### src/rtl/attack_table_arbiter.sv
// attack_table_arbiter: round-robin share of one AttackTable among N
// envelope requesters, with owner tags tracked through the table pipeline.
module attack_table_arbiter #(
  parameter int N  = 4,
  parameter int AW = 22,
  parameter int DW = 13
) (
  input  logic            clk,
  input  logic            reset,
  input  logic            clkena,
  input  logic [N-1:0]    req_valid,
  input  logic [N*AW-1:0] req_addr,
  output logic [N-1:0]    req_ready,
  output logic [AW-1:0]   tbl_addr,
  input  logic [DW-1:0]   tbl_data,
  output logic [N-1:0]    rsp_valid,
  output logic [DW-1:0]   rsp_data,
  output logic            busy
);

  localparam int PW = (N > 1) ? $clog2(N) : 1;

  logic [PW-1:0] rr_ptr;
  logic [PW-1:0] gidx;
  logic          gnt_any;
  logic [AW-1:0] sel_addr;

  logic          s0_vld, s1_vld, s2_vld;
  logic [PW-1:0] s0_tag, s1_tag, s2_tag;
  logic [N-1:0]  s2_oh;

  function automatic logic [PW-1:0] nxt(
    input logic [PW-1:0] p,
    input int            k
  );
    int s;
    s = int'(p) + k;
    if (s >= N) s = s - N;
    return PW'(s);
  endfunction

  always_comb begin
    req_ready = '0;
    gidx      = '0;
    gnt_any   = 1'b0;
    sel_addr  = '0;
    for (int k = 0; k < N; k++) begin
      if (clkena && !gnt_any && req_valid[nxt(rr_ptr, k)]) begin
        gnt_any = 1'b1;
        gidx    = nxt(rr_ptr, k);
      end
    end
    if (gnt_any) req_ready[gidx] = 1'b1;
    for (int k = 0; k < N; k++) begin
      if (gidx == PW'(k)) sel_addr = req_addr[k*AW +: AW];
    end
  end

  assign s2_oh = {{(N-1){1'b0}}, 1'b1} << s2_tag;
  assign busy  = s0_vld | s1_vld | s2_vld;

  // s1/s2 mirror the table's address-sample and data-register stages
  always_ff @(posedge clk or posedge reset) begin
    if (reset) begin
      rr_ptr    <= '0;
      tbl_addr  <= '0;
      s0_vld    <= 1'b0;
      s1_vld    <= 1'b0;
      s2_vld    <= 1'b0;
      s0_tag    <= '0;
      s1_tag    <= '0;
      s2_tag    <= '0;
      rsp_valid <= '0;
      rsp_data  <= '0;
    end else if (clkena) begin
      if (gnt_any) begin
        tbl_addr <= sel_addr;
        s0_vld   <= 1'b1;
        s0_tag   <= gidx;
        rr_ptr   <= nxt(gidx, 1);
      end else begin
        s0_vld   <= 1'b0;
      end
      s1_vld    <= s0_vld;
      s1_tag    <= s0_tag;
      s2_vld    <= s1_vld;
      s2_tag    <= s1_tag;
      rsp_data  <= tbl_data;
      rsp_valid <= s2_vld ? s2_oh : '0;
    end
  end

endmodule
### config.mk
export PLATFORM = sky130hd
export DESIGN_NAME = attack_table_arbiter
export DESIGN_NICKNAME = d
export VERILOG_FILES = /design/src/rtl/attack_table_arbiter.sv
export SDC_FILE = /design/constraint.sdc
export NUM_CORES = 1
export LEC_CHECK = 0
export BUFFER_PORTS_ARGS = -buffer_cell sky130_fd_sc_hd__buf_4
export CAP_MARGIN = 10
export CORE_MARGIN = 10
export CORE_UTILIZATION = 45
export DETAILED_ROUTE_END_ITERATION = 8
export GPL_TIMING_DRIVEN = 0
export PLACE_DENSITY = 0.79
export SETUP_SLACK_MARGIN = 0.3
export SLEW_MARGIN = 20
export SYNTH_ARGS = -nofsm -noshare
export SYNTH_HDL_FRONTEND = slang
export SYNTH_SLANG_ARGS = --single-unit
### constraint.sdc
create_clock -name clk -period 8.4 [get_ports clk]
set_input_delay 1.26 -clock clk [delete_from_list [all_inputs] [get_ports clk]]
set_output_delay 1.26 -clock clk [all_outputs]
set_load 0.005 [all_outputs]
# Word-level counts from Yosys, hierarchy flattened
# Cells that the tools add are included.
# Widths: inputs -> output; s select.
[totals] output_inout_bits=44 register_bits=50 elab_cells=79 in_bits=108
[op_classes] bitwise=2 mux=30 shifts=1 eq_ne=3 addsub=9 reduce_logical=13 magnitude_cmp=11
[ops] operator="$mux 22" n=4
[ops] operator="$mux 2" n=9
[ops] operator="$lt 2x3->1 const B" n=5
[ops] operator="$ge 3x3->1 const B" n=4
[ops] operator="$mux 1" n=10
[ops] operator="$sub 2x1->2 const B" n=5
[ops] operator="$bmux 1 s2" n=4
[ops] operator="$logic_and 1x1->1" n=8
[ops] operator="$mux 4" n=2
[ops] operator="$add 2x1->3 const B" n=2
[ops] operator="$add 2x2->3 const B" n=2
[ops] operator="$eq 2x2->1 const B" n=2
[ops] operator="$shl 1x2->4 const A" n=1
[ops] operator="$ge 2x3->1 const B" n=1
[ops] operator="$logic_not 1->1" n=3
[ops] operator="$demux 1 s2" n=1
[ops] operator="$eq 2x1->1 const B" n=1
[ops] operator="$ge 2x1->1 const B" n=1
[ops] operator="$logic_not 2->1" n=1
[ops] operator="$or 1x1->1" n=2
[ops] operator="$reduce_and 2->1" n=1

# Logic depth before layout (Yosys ltp)
# Gate-level depths: netlist (run 1).
[logic_depth] word_depth=23 depth_mapped=13 depth_no_buf=11

# Least setup slack after synthesis (run 1)
# OpenSTA, ideal clock, no wires.
[synth_timing] path_kind="input port to output port" startpoint="input req_valid[2]" endpoint="output req_ready[3]" required_ns=7.140 path_stages=9 path_slack_ns=3.867 t_arrival_ns=3.273 n_path_buf=3 path_cell_list="buf_6 mux4_2 o211ai_1 a21oi_1 a211oi_1 ha_1 clkbuf_1 clkbuf_1 and2_1"
[synth_between] elab_chain_cells=21 elab_cells_between_ends=32 classes_between="order compare (2); mux (19); reduce/logical (11)"
[synth_rtl] item="start: declaration" line="11" source="input logic [N-1:0] req_valid,"
[synth_rtl] item="$bmux 1 s2" line="48" source="if (clkena && !gnt_any && req_valid[nxt(rr_ptr, k)]) begin"
[synth_rtl] item="$mux 1 (implied by the code)" line="48"
[synth_rtl] item="$logic_and 1x1->1" line="48"
[synth_rtl] item="$mux 1" line="48"
[synth_rtl] item="$logic_not 1->1" line="48"
[synth_rtl] item="$logic_and 1x1->1 (2 in a row)" line="48"
[synth_rtl] item="$mux 1" line="48"
[synth_rtl] item="$logic_not 1->1" line="48"
[synth_rtl] item="[... 4 more ...]"
[synth_rtl] item="$logic_and 1x1->1 (2 in a row)" line="48"
[synth_rtl] item="$mux 2 (*)" line="48"
[synth_rtl] item="via gidx[1]" line="24" source="logic [PW-1:0] gidx;"
[synth_rtl] item="$lt 2x3->1 (implied by the code) / $ge 2x1->1 (equally long branches)" line="53" source="if (gnt_any) req_ready[gidx] = 1'b1;"
[synth_rtl] item="$logic_and 1x1->1 (implied by the code)" line="53"
[synth_rtl] item="$mux 1 (implied by the code)" line="53"
[synth_rtl] item="$demux 1 s2 (*)" line="53"
[synth_rtl] item="$mux 4 (*)" line="53"
[synth_rtl] item="end: declaration" line="13" source="output logic [N-1:0] req_ready,"
# Mark *: on every way through the listed nets, which the timed path passes. The rest lies on a longest branch. The select of a mux whose other input is x is not followed.

# Worst setup path in the final report (run 1)
[layout_timing] startpoint="input req_valid[1]" endpoint="output req_ready[3]"
# Same word-level chain as after synthesis.

==> results.py, run 1 <==
metrics = {
    "cells_and_area": {
        "area_delta_synth_final_pct": 44.5,
        "antennaDiodeCount": 0,
        "layout-drive-gt1-share_pct": 49.0,
        "fin_nets": 542,
    },
    "power": {
        "p_leak_nw": 2.06,
        "power_frac_comb_pct": 61.7,
        "power_per_cell_area_nw_per_um2": 321,
        "p_switching_uw": 525,
        "pwr-share-seq_pct": 28.4,
        "p_int_uw": 867,
        "swShare_pct": 37.7,
        "vdd_drop_max_uv": 171,
        "clock_power_share_pct": 10.0,
    },
    "placement": {
        "place_hpwl_mm": 8.20,
        "place.gp.congestion": 0.920,
        "io_buffers": 150,
    },
    "die": {
        "start_util_pct": 46.7,
        "fp.dieW_um": 102,
        "die_y_um": 102,
        "dieArea_um2": 10300,
        "rows": 29,
        "coreArea_um2": 6420,
        "top_level_ports": 152,
    },
    "critical_path": {
        "path_cells": "buf_4 > or2_2 > o221ai_1 > a2111oi_0 > a211oi_1 > ha_1 > clkbuf_1 > clkbuf_1 > and2_1 > buf_4",
        "cp_top_family": "buffers and inverters",
        "crit_buf_inv": 4,
        "required_ns": 7.14,
        "start_kind": "input pin",
        "worstSetupPathType": "input pin to output port",
        "cp.arrival_ns": 3.94,
        "critical_path.max_fanout": 10,
        "critical_path.max_stage_delay_ns": 0.48,
        "endpoint_kind": "output port",
        "crit_slowest_cell": "a211oi_1",
    },
    "synth": {
        "synth_compound_area_share_pct": 17.5,
        "synth-edff-count": 0,
        "ys_types": 39,
        "synthCells": 272,
        "avgSynthCellArea_um2": 11.0,
        "synthMuxAreaShare_pct": 21.5,
        "ys_seq_area_share_pct": 41.8,
        "synth_fp_nets": 384,
        "yosys_warnings": 0,
        "synthSimpleGateAreaFrac_pct": 12.5,
        "synth_flop_cell": "dfrtp_1",
        "ys_seq_elements": 50,
        "async_flop_share_pct": 100,
        "netlist_area_um2": 3000,
        "synthAdderAreaFrac_pct": 1.67,
        "synth_top_family_by_area": "multiplexers",
        "synthXorXnorAreaFrac_pct": 0,
    },
    "sta": {
        "period_needed_ns": 5.20,
        "grt_setup_unrepaired": "false",
        "setup-tns-final_ns": 0,
        "fmax_mhz": 192,
        "clock_skew_ns": 0.00303,
        "finalMaxSlewViolations": 0,
        "slew_headroom_pct": 61.1,
        "hold_slack_ns": 0.498,
        "hold_viol_final": 0,
        "post-route-period-util_pct": 61.9,
        "tightestPinTransition_ns": 0.583,
        "finalSetupViolations": 0,
    },
    "route": {
        "drt_wl_total_mm": 9.99,
        "antenna_left": 0,
        "routedWlPerCell_um": 19.7,
        "drtIter0Drc": 120,
        "drc": 0,
        "dr.pass1.iters": 4,
        "routed_via_density": 5.53,
        "vias": 2807,
    },
    "grt": {
        "grt.total_usage_pct": 19.0,
        "grt-ovfl-total": 0,
        "first_global_vias": 3168,
        "grt_first_pass_wirelength_mm": 15.6,
        "grt_max_degree": 35,
        "antenna_found_initial": 0,
    },
    "cts": {
        "cts.sinks": 50,
        "cts-root-buf": "clkbuf_8",
        "cts_hold_buf": 0,
        "clock_latency_ns": 0.30,
        "post_cts_buffers": 0,
        "cts_tree": "built",
        "htreeDepth": 2,
        "cts_resized": 0,
        "clk_pin_slew_ns": 0.09,
        "clock_path_buffers": 2,
        "cts_buffers": 5,
    },
    "worst_hold_path": {
        "hold_class": "register to register",
    },
    "outcome": {
        "status": "complete, no violations",
    },
    "job": {
        "maxCapViolations": 0,
    },
}
power groups by stage:
stage / Sequential [mW] / Combinational, mW / Clock [mW]
CTS: 0.396 / 0.863 / 0.145
global placement: 0.394 / 0.842 / 0
floorplan: 0.392 / 0.563 / 0
global route: 0.408 / 0.929 / 0.152
finish: 0.395 / 0.858 / 0.139
detailed placement: 0.398 / 0.865 / 0
cell usage after synthesis, types with 3 or more instances:
library cell	n	area (µm²)
o21a_1	3	22.5
mux2i_1	4	40.0
a221oi_1	21	184
nor2b_1	23	144
o2bb2ai_1	4	35.0
nand2b_1	4	25.0
dfrtp_1	50	1250
mux2_2	19	214
ha_1	4	50.1
inv_1	7	26.3
mux2_4	23	345
buf_6	4	45.0
and2_1	6	37.5
nand2_1	28	105
clkbuf_1	18	67.6
a21oi_1	4	20.0
o31ai_1	21	158
state kept, by name, summed over array words and instances, names as in the netlist:
signal     count
rr_ptr         2
rsp_data      13
rsp_valid      4
s0_tag         2
s0_vld         1
s1_tag         2
s1_vld         1
s2_tag         2
s2_vld         1
tbl_addr      22
metal layers:
layer	GRT usage (%)	share of wire, %	up-vias	wire length, µm
met5	0	0	-	0
met4	6.27	1.9	0	188
met3	10.4	15	19	1540
met2	31.9	46	168	4570
met1	20.0	37	1301	3700
li1	-	-	1319	-
placed cells by master (no fill, tap or decap), types with 3 or more instances in the layout:
master     netlist  final
o21a_1           3      3
nand2b_1         4      4
a21oi_1          4      4
dfrtp_1         50     50
o2bb2ai_1        4      4
clkbuf_8         0      5
o31ai_1         21     21
mux2_2          19     19
inv_1            7      6
mux2i_1          4      4
nor2b_1         23     23
buf_6            4      4
a221oi_1        21     21
nand2_1         28     28
and2_1           6      6
mux2_4          23     23
ha_1             4      4
buf_4            0    150
clkbuf_1        18     18
logic make-up (layout without fill, tap and decap cells):
logic type,count (synthesis),after routing
simple gates,70,70
flops,50,50
buf+inv,32,191
compound gates,67,67
mux,49,49
fa+ha+maj,4,4
cell type report:
type,count,area (µm²)
Clock buffer,5,68.8
Clock inverter,3,21.3
Tap cell,77,96.3
Fill cell,495,2090
Inverter,8,30.0
Timing Repair Buffer,151,1150
Buffer,24,123
Sequential cell,50,1250
Multi-Input combinational cell,190,1590
per-stage QoR:
stage,utilization [%],power [mW],cells,setup WS [ns],cell area (µm²)
floorplan,-,0.955,272,3.87,3000
global placement,65.7,1.24,499,3.20,4220
detailed placement,66.0,1.26,500,3.20,4240
CTS,67.4,1.40,508,3.18,4330
global route,67.4,1.49,508,2.93,4330
finish,67.4,1.39,508,3.20,4330
worst paths after layout:
kind                       cells past startpoint         start  slack (ns)      endpoint
min reg2reg                                    1  rsp_valid[2]        0.50  rsp_valid[2]
min in group asynchronous                      2         reset        0.92   rsp_data[0]
max in group asynchronous                      3         reset        6.98   tbl_addr[3]
max reg2reg                                   12     rr_ptr[1]        4.79  tbl_addr[12]
max                                           10  req_valid[1]        3.20  req_ready[3]
min                                            1  rsp_valid[2]        0.50  rsp_valid[2]
Power figures use the tool's default switching activity.
==> run 2: changes to the inputs <==
--- a/config.mk
+++ b/config.mk
@@ -8,10 +8,10 @@
 export BUFFER_PORTS_ARGS = -buffer_cell sky130_fd_sc_hd__buf_4
 export CAP_MARGIN = 10
 export CORE_MARGIN = 10
-export CORE_UTILIZATION = 45
+export CORE_UTILIZATION = 42
 export DETAILED_ROUTE_END_ITERATION = 8
 export GPL_TIMING_DRIVEN = 0
-export PLACE_DENSITY = 0.79
+export PLACE_DENSITY = 0.78
 export SETUP_SLACK_MARGIN = 0.3
 export SLEW_MARGIN = 20
 export SYNTH_ARGS = -nofsm -noshare
==> constraint.sdc (replaced) <==
create_clock -name clk -period 4.4 [get_ports clk]
set_input_delay 0.66 -clock clk [delete_from_list [all_inputs] [get_ports clk]]
set_output_delay 0.66 -clock clk [all_outputs]
set_load 0.005 [all_outputs]
==> results.py, run 2 (same netlist as run 1, synthesis figures left out) <==
metrics = {
    "outcome": {
        "status": "complete, no violations",
    },
    "cells_and_area": {
        "regMostFlops": "tbl_addr",
        "layout-drive-gt1-share_pct": 49.7,
        "fin_nets": 542,
        "antennaDiodeCount": 0,
        "largest_register_ffs": 22,
        "largestRegisters": "tbl_addr: 22 flops, rsp_data: 13 flops, rsp_valid: 4 flops",
        "fillers": 591,
        "final_cell_mix": "150 x buf_4, 50 x dfrtp_1, 28 x nand2_1, 23 x nor2b_1, 23 x mux2_4",
        "mostFrequentLayoutCell": "buf_4",
        "area_delta_synth_final_pct": 45.6,
        "final_util_pct": 63.5,
    },
    "route": {
        "dr.pass1.iters": 4,
        "routedWlPerCell_um": 18.5,
        "vias": 2764,
        "drtIter0Drc": 84,
        "routed_via_density": 5.24,
        "drc": 0,
        "drt_wl_total_mm": 9.73,
        "antenna_left": 0,
    },
    "die": {
        "coreArea_um2": 6870,
        "dieArea_um2": 10900,
        "top_level_ports": 152,
        "start_util_pct": 43.6,
        "rows": 30,
        "die_y_um": 104,
        "fp.dieW_um": 104,
    },
    "critical_path": {
        "r2r-start": "rr_ptr[1]",
        "start_kind": "input pin",
        "worstSetupPathType": "input pin to output port",
        "reg2reg_depth": 12,
        "r2r_end": "tbl_addr[18]",
        "cp-startpoint": "req_valid[1]",
        "cp.arrival_ns": 3.19,
        "critPathCapture": "req_ready[3]",
        "required_ns": 3.74,
        "critical_path.max_fanout": 10,
        "endpoint_kind": "output port",
        "rrSetupSlack_ns": 0.85,
    },
    "cts": {
        "cts_tree": "built",
        "clk_pin_slew_ns": 0.09,
        "cts_hold_buf": 0,
        "post_cts_buffers": 0,
        "clock_latency_ns": 0.30,
        "clock_path_buffers": 2,
        "htreeDepth": 2,
        "cts-root-buf": "clkbuf_8",
        "cts.sinks": 50,
        "cts_buffers": 5,
    },
    "power": {
        "swShare_pct": 37.2,
        "p_switching_uw": 982,
        "power_per_cell_area_nw_per_um2": 605,
        "power_frac_comb_pct": 61.5,
        "clock_power_share_pct": 9.9,
        "p_leak_nw": 2.07,
        "vdd_drop_max_uv": 454,
        "pwr-share-seq_pct": 28.6,
        "p_int_mw": 1.66,
    },
    "placement": {
        "place_hpwl_mm": 8.17,
        "io_buffers": 150,
        "place.gp.congestion": 0.912,
    },
    "grt": {
        "grt-ovfl-total": 0,
        "grt_first_pass_wirelength_mm": 15.3,
        "grt.total_usage_pct": 17.1,
        "met1_usage_pct": 18.2,
        "met3_usage_pct": 9.29,
        "first_global_vias": 2987,
        "antenna_found_initial": 0,
        "grt_max_degree": 27,
        "grt_busiest_layer": "met2",
        "met2_usage_pct": 27.9,
    },
    "sta": {
        "tightestPinTransition_ns": 0.576,
        "fmax_mhz": 260,
        "post-route-period-util_pct": 87.5,
        "finalMaxSlewViolations": 0,
        "finalSetupViolations": 0,
        "grt_setup_unrepaired": "true",
        "clock_skew_ns": 0.00727,
        "period_needed_ns": 3.85,
        "hold_viol_final": 0,
        "slew_headroom_pct": 61.5,
        "setup-tns-final_ns": 0,
    },
    "job": {
        "maxCapViolations": 0,
    },
    "worst_hold_path": {
        "hold_class": "input pin to asynchronous set/reset pin",
    },
}
[run 2: power by group through the flow]
| stage | combinational (mW) | clock, mW | sequential [mW] |
|---|---|---|---|
| final | 1.62 | 0.261 | 0.756 |
| after global routing | 1.77 | 0.291 | 0.780 |
| after global placement | 1.61 | 0 | 0.757 |
| after CTS | 1.64 | 0.268 | 0.757 |
| after floorplan | 1.08 | 0 | 0.747 |
| after detailed placement | 1.65 | 0 | 0.759 |
[run 2: worst max-delay path, stage by stage]
cell       delay [ns]
buf_4            0.13
or2_2            0.34
o221ai_1         0.25
a2111oi_0        0.16
a211oi_1         0.47
ha_1             0.24
clkbuf_1         0.32
clkbuf_2         0.33
and2_1           0.17
buf_4            0.11
[run 2: worst min path at each step]
stage | from | to | slack, ns
final | reset | tbl_addr[8] | 0.42
after global routing | reset | tbl_addr[8] | 0.46
after CTS | reset | tbl_addr[8] | 0.43
after detailed placement | rsp_valid[0] | rsp_valid[0] | 0.48
after global placement | s0_vld | s0_vld | 0.48
after floorplan | s0_vld | s0_vld | 0.46
[run 2: timing repair]
item | 4_1_cts | 5_1_grt
endpoints found under the hold margin | 0 | 0
endpoints found under the setup margin | 0 | 3
gates resized for setup | 0 | 6
[run 2: layout make-up]
class	count	area [µm²]	area share (%)
clock inverter	3	21.3	0.487
clock buffer	5	68.8	1.58
tap	96	120	2.75
multi-input combinational	190	1590	36.5
buffer	24	126	2.90
sequential	50	1250	28.7
inverter	8	30.0	0.688
timing repair buffer	151	1150	26.4
[run 2: per-stage QoR]
step	area [µm²]	setup WS, ns	hold WS [ns]	instances	power (mW)
finish	4360	0.550	0.418	527	2.64
global route	4360	0.249	0.457	527	2.84
CTS	4360	0.320	0.428	527	2.67
detailed placement	4270	0.337	0.485	519	2.40
global placement	4240	0.390	0.480	518	2.36
floorplan	3000	1.07	0.461	272	1.82
[run 2: layer usage]
metal  up-vias  part of all wire [%]
met1      1280                    39
met3        17                    13
met4         0                   2.2
li1       1318                     -
met2       149                    46
met5         -                     0
==> run 3: changes to the inputs <==
--- a/config.mk
+++ b/config.mk
@@ -5,7 +5,7 @@
 export SDC_FILE = /design/constraint.sdc
 export NUM_CORES = 1
 export LEC_CHECK = 0
-export BUFFER_PORTS_ARGS = -buffer_cell sky130_fd_sc_hd__buf_4
+export BUFFER_PORTS_ARGS = -buffer_cell sky130_fd_sc_hd__buf_2
 export CAP_MARGIN = 10
 export CORE_MARGIN = 10
 export CORE_UTILIZATION = 42
@@ -13,6 +13,7 @@
 export GPL_TIMING_DRIVEN = 0
 export PLACE_DENSITY = 0.78
 export SETUP_SLACK_MARGIN = 0.3
+export SKIP_CTS_REPAIR_TIMING = 1
 export SLEW_MARGIN = 20
 export SYNTH_ARGS = -nofsm -noshare
 export SYNTH_HDL_FRONTEND = slang
==> results.py, run 3 (same netlist as run 1, synthesis figures left out) <==
metrics = {
    "outcome": {
        "status": "complete, no violations",
    },
    "worst_hold_path": {
        "hold_class": "input pin to asynchronous set/reset pin",
    },
    "cells_and_area": {
        "fin_nets": 542,
        "area_delta_synth_final_pct": 33.8,
        "antennaDiodeCount": 0,
        "largest_register_ffs": 22,
        "layout-drive-gt1-share_pct": 49.9,
        "regMostFlops": "tbl_addr",
        "design_area_um2": 4010,
        "largestRegisters": "tbl_addr: 22 flops, rsp_data: 13 flops, rsp_valid: 4 flops",
        "final_cell_mix": "152 x buf_2, 50 x dfrtp_1, 28 x nand2_1, 23 x nor2b_1, 23 x mux2_4",
        "finalNonFillerCells": 527,
        "mostFrequentLayoutCell": "buf_2",
    },
    "die": {
        "die_y_um": 104,
        "coreArea_um2": 6870,
        "rows": 30,
        "fp.dieW_um": 104,
        "dieArea_um2": 10900,
        "top_level_ports": 152,
        "start_util_pct": 43.6,
    },
    "critical_path": {
        "crit_slowest_cell": "clkbuf_1",
        "reg2reg_depth": 12,
        "r2r-start": "rr_ptr[1]",
        "required_ns": 3.74,
        "endpoint_kind": "output port",
        "crit_buf_inv": 6,
        "critical_path.max_fanout": 10,
        "cp_top_family": "buffers and inverters",
        "critical_path.max_stage_delay_ns": 0.35,
        "start_kind": "input pin",
        "rrSetupSlack_ns": 0.92,
        "path_cells": "buf_2 > clkbuf_1 > nand2_1 > o22ai_1 > mux2_1 > and2_1 > inv_2 > ha_1 > clkbuf_1 > clkbuf_2 > and2_1 > buf_2",
        "worstSetupPathType": "input pin to output port",
        "cp.arrival_ns": 3.21,
        "cp.depth": 12,
        "r2r_end": "tbl_addr[4]",
    },
    "route": {
        "routedWlPerCell_um": 18.4,
        "route.met3.wl_mm": 1.13,
        "top_layer": "met4",
        "routed_via_density": 5.33,
        "drt_wl_total_mm": 9.71,
        "antenna_left": 0,
        "vias": 2811,
        "drc": 0,
        "wl_met1_mm": 3.81,
        "drtIter0Drc": 190,
        "met2_length_mm": 4.65,
        "dr.pass1.iters": 4,
    },
    "power": {
        "p_leak_nw": 1.95,
        "power_per_cell_area_nw_per_um2": 651,
        "finalPower_mw": 2.61,
        "vdd_drop_max_uv": 399,
    },
    "grt": {
        "first_global_vias": 3126,
        "grt.total_usage_pct": 17.1,
        "grt_max_degree": 29,
        "grt_first_pass_wirelength_mm": 15.5,
        "antenna_found_initial": 0,
        "grt-ovfl-total": 0,
    },
    "placement": {
        "place.gp.congestion": 0.903,
        "io_buffers": 150,
        "placed_area_um2": 3890,
        "dp_cells": 519,
        "place_hpwl_mm": 7.97,
    },
    "sta": {
        "hold_viol_final": 0,
        "fmax_mhz": 258,
        "clock_skew_ns": 0.00522,
        "setup-tns-final_ns": 0,
        "slew_headroom_pct": 60.4,
        "finalMaxSlewViolations": 0,
        "period_needed_ns": 3.87,
        "post-route-period-util_pct": 87.9,
        "finalSetupViolations": 0,
        "tightestPinTransition_ns": 0.593,
        "hold_slack_ns": 0.385,
        "grt_setup_unrepaired": "false",
    },
    "cts": {
        "clock_path_buffers": 2,
        "clock_latency_ns": 0.29,
        "cts_buffers": 5,
        "cts.sinks": 50,
        "cts-root-buf": "clkbuf_8",
        "cts_tree": "built",
        "htreeDepth": 2,
        "clk_pin_slew_ns": 0.09,
    },
    "job": {
        "maxCapViolations": 0,
    },
}
run 3: per-stage QoR:
| stage | utilization [%] | setup slack, ns |
|---|---|---|
| floorplan | - | 1.07 |
| global placement | 56.3 | 0.391 |
| detailed placement | 56.6 | 0.345 |
| CTS | 58.3 | 0.324 |
| global route | 58.4 | 0.322 |
| finish | 58.4 | 0.531 |
run 3: worst max-delay path by stage:
stage / from / to / slack [ns]
after floorplan: req_valid[2] / req_ready[3] / 1.07
after global placement: req_valid[1] / req_ready[3] / 0.39
after detailed placement: req_valid[1] / req_ready[3] / 0.35
after CTS: req_valid[1] / req_ready[3] / 0.32
after global routing: clkena / req_ready[3] / 0.32
final: clkena / req_ready[3] / 0.53
run 3: final cells by class:
| cell class | instances | area, µm² |
|---|---|---|
| Timing Repair Buffer | 151 | 771 |
| Inverter | 8 | 30.0 |
| Buffer | 24 | 126 |
| Fill cell | 613 | 2860 |
| Sequential cell | 50 | 1250 |
| Tap cell | 96 | 120 |
| Clock buffer | 5 | 68.8 |
| Multi-Input combinational cell | 190 | 1600 |
| Clock inverter | 3 | 45.0 |
run 3: power by group:
| group | internal [mW] | switching [mW] | leakage, nW |
|---|---|---|---|
| Clock | 0.169 | 0.148 | 0.0504 |
| Combinational | 0.807 | 0.737 | 1.30 |
| Sequential | 0.643 | 0.108 | 0.604 |
| Total | 1.62 | 0.992 | 1.95 |
run 3: metal layers:
layer | up-vias | GRT usage [%]
li1 | 1316 | -
met1 | 1334 | 19.3
met2 | 150 | 28.7
met3 | 11 | 7.19
met4 | 0 | 4.87
met5 | - | 0
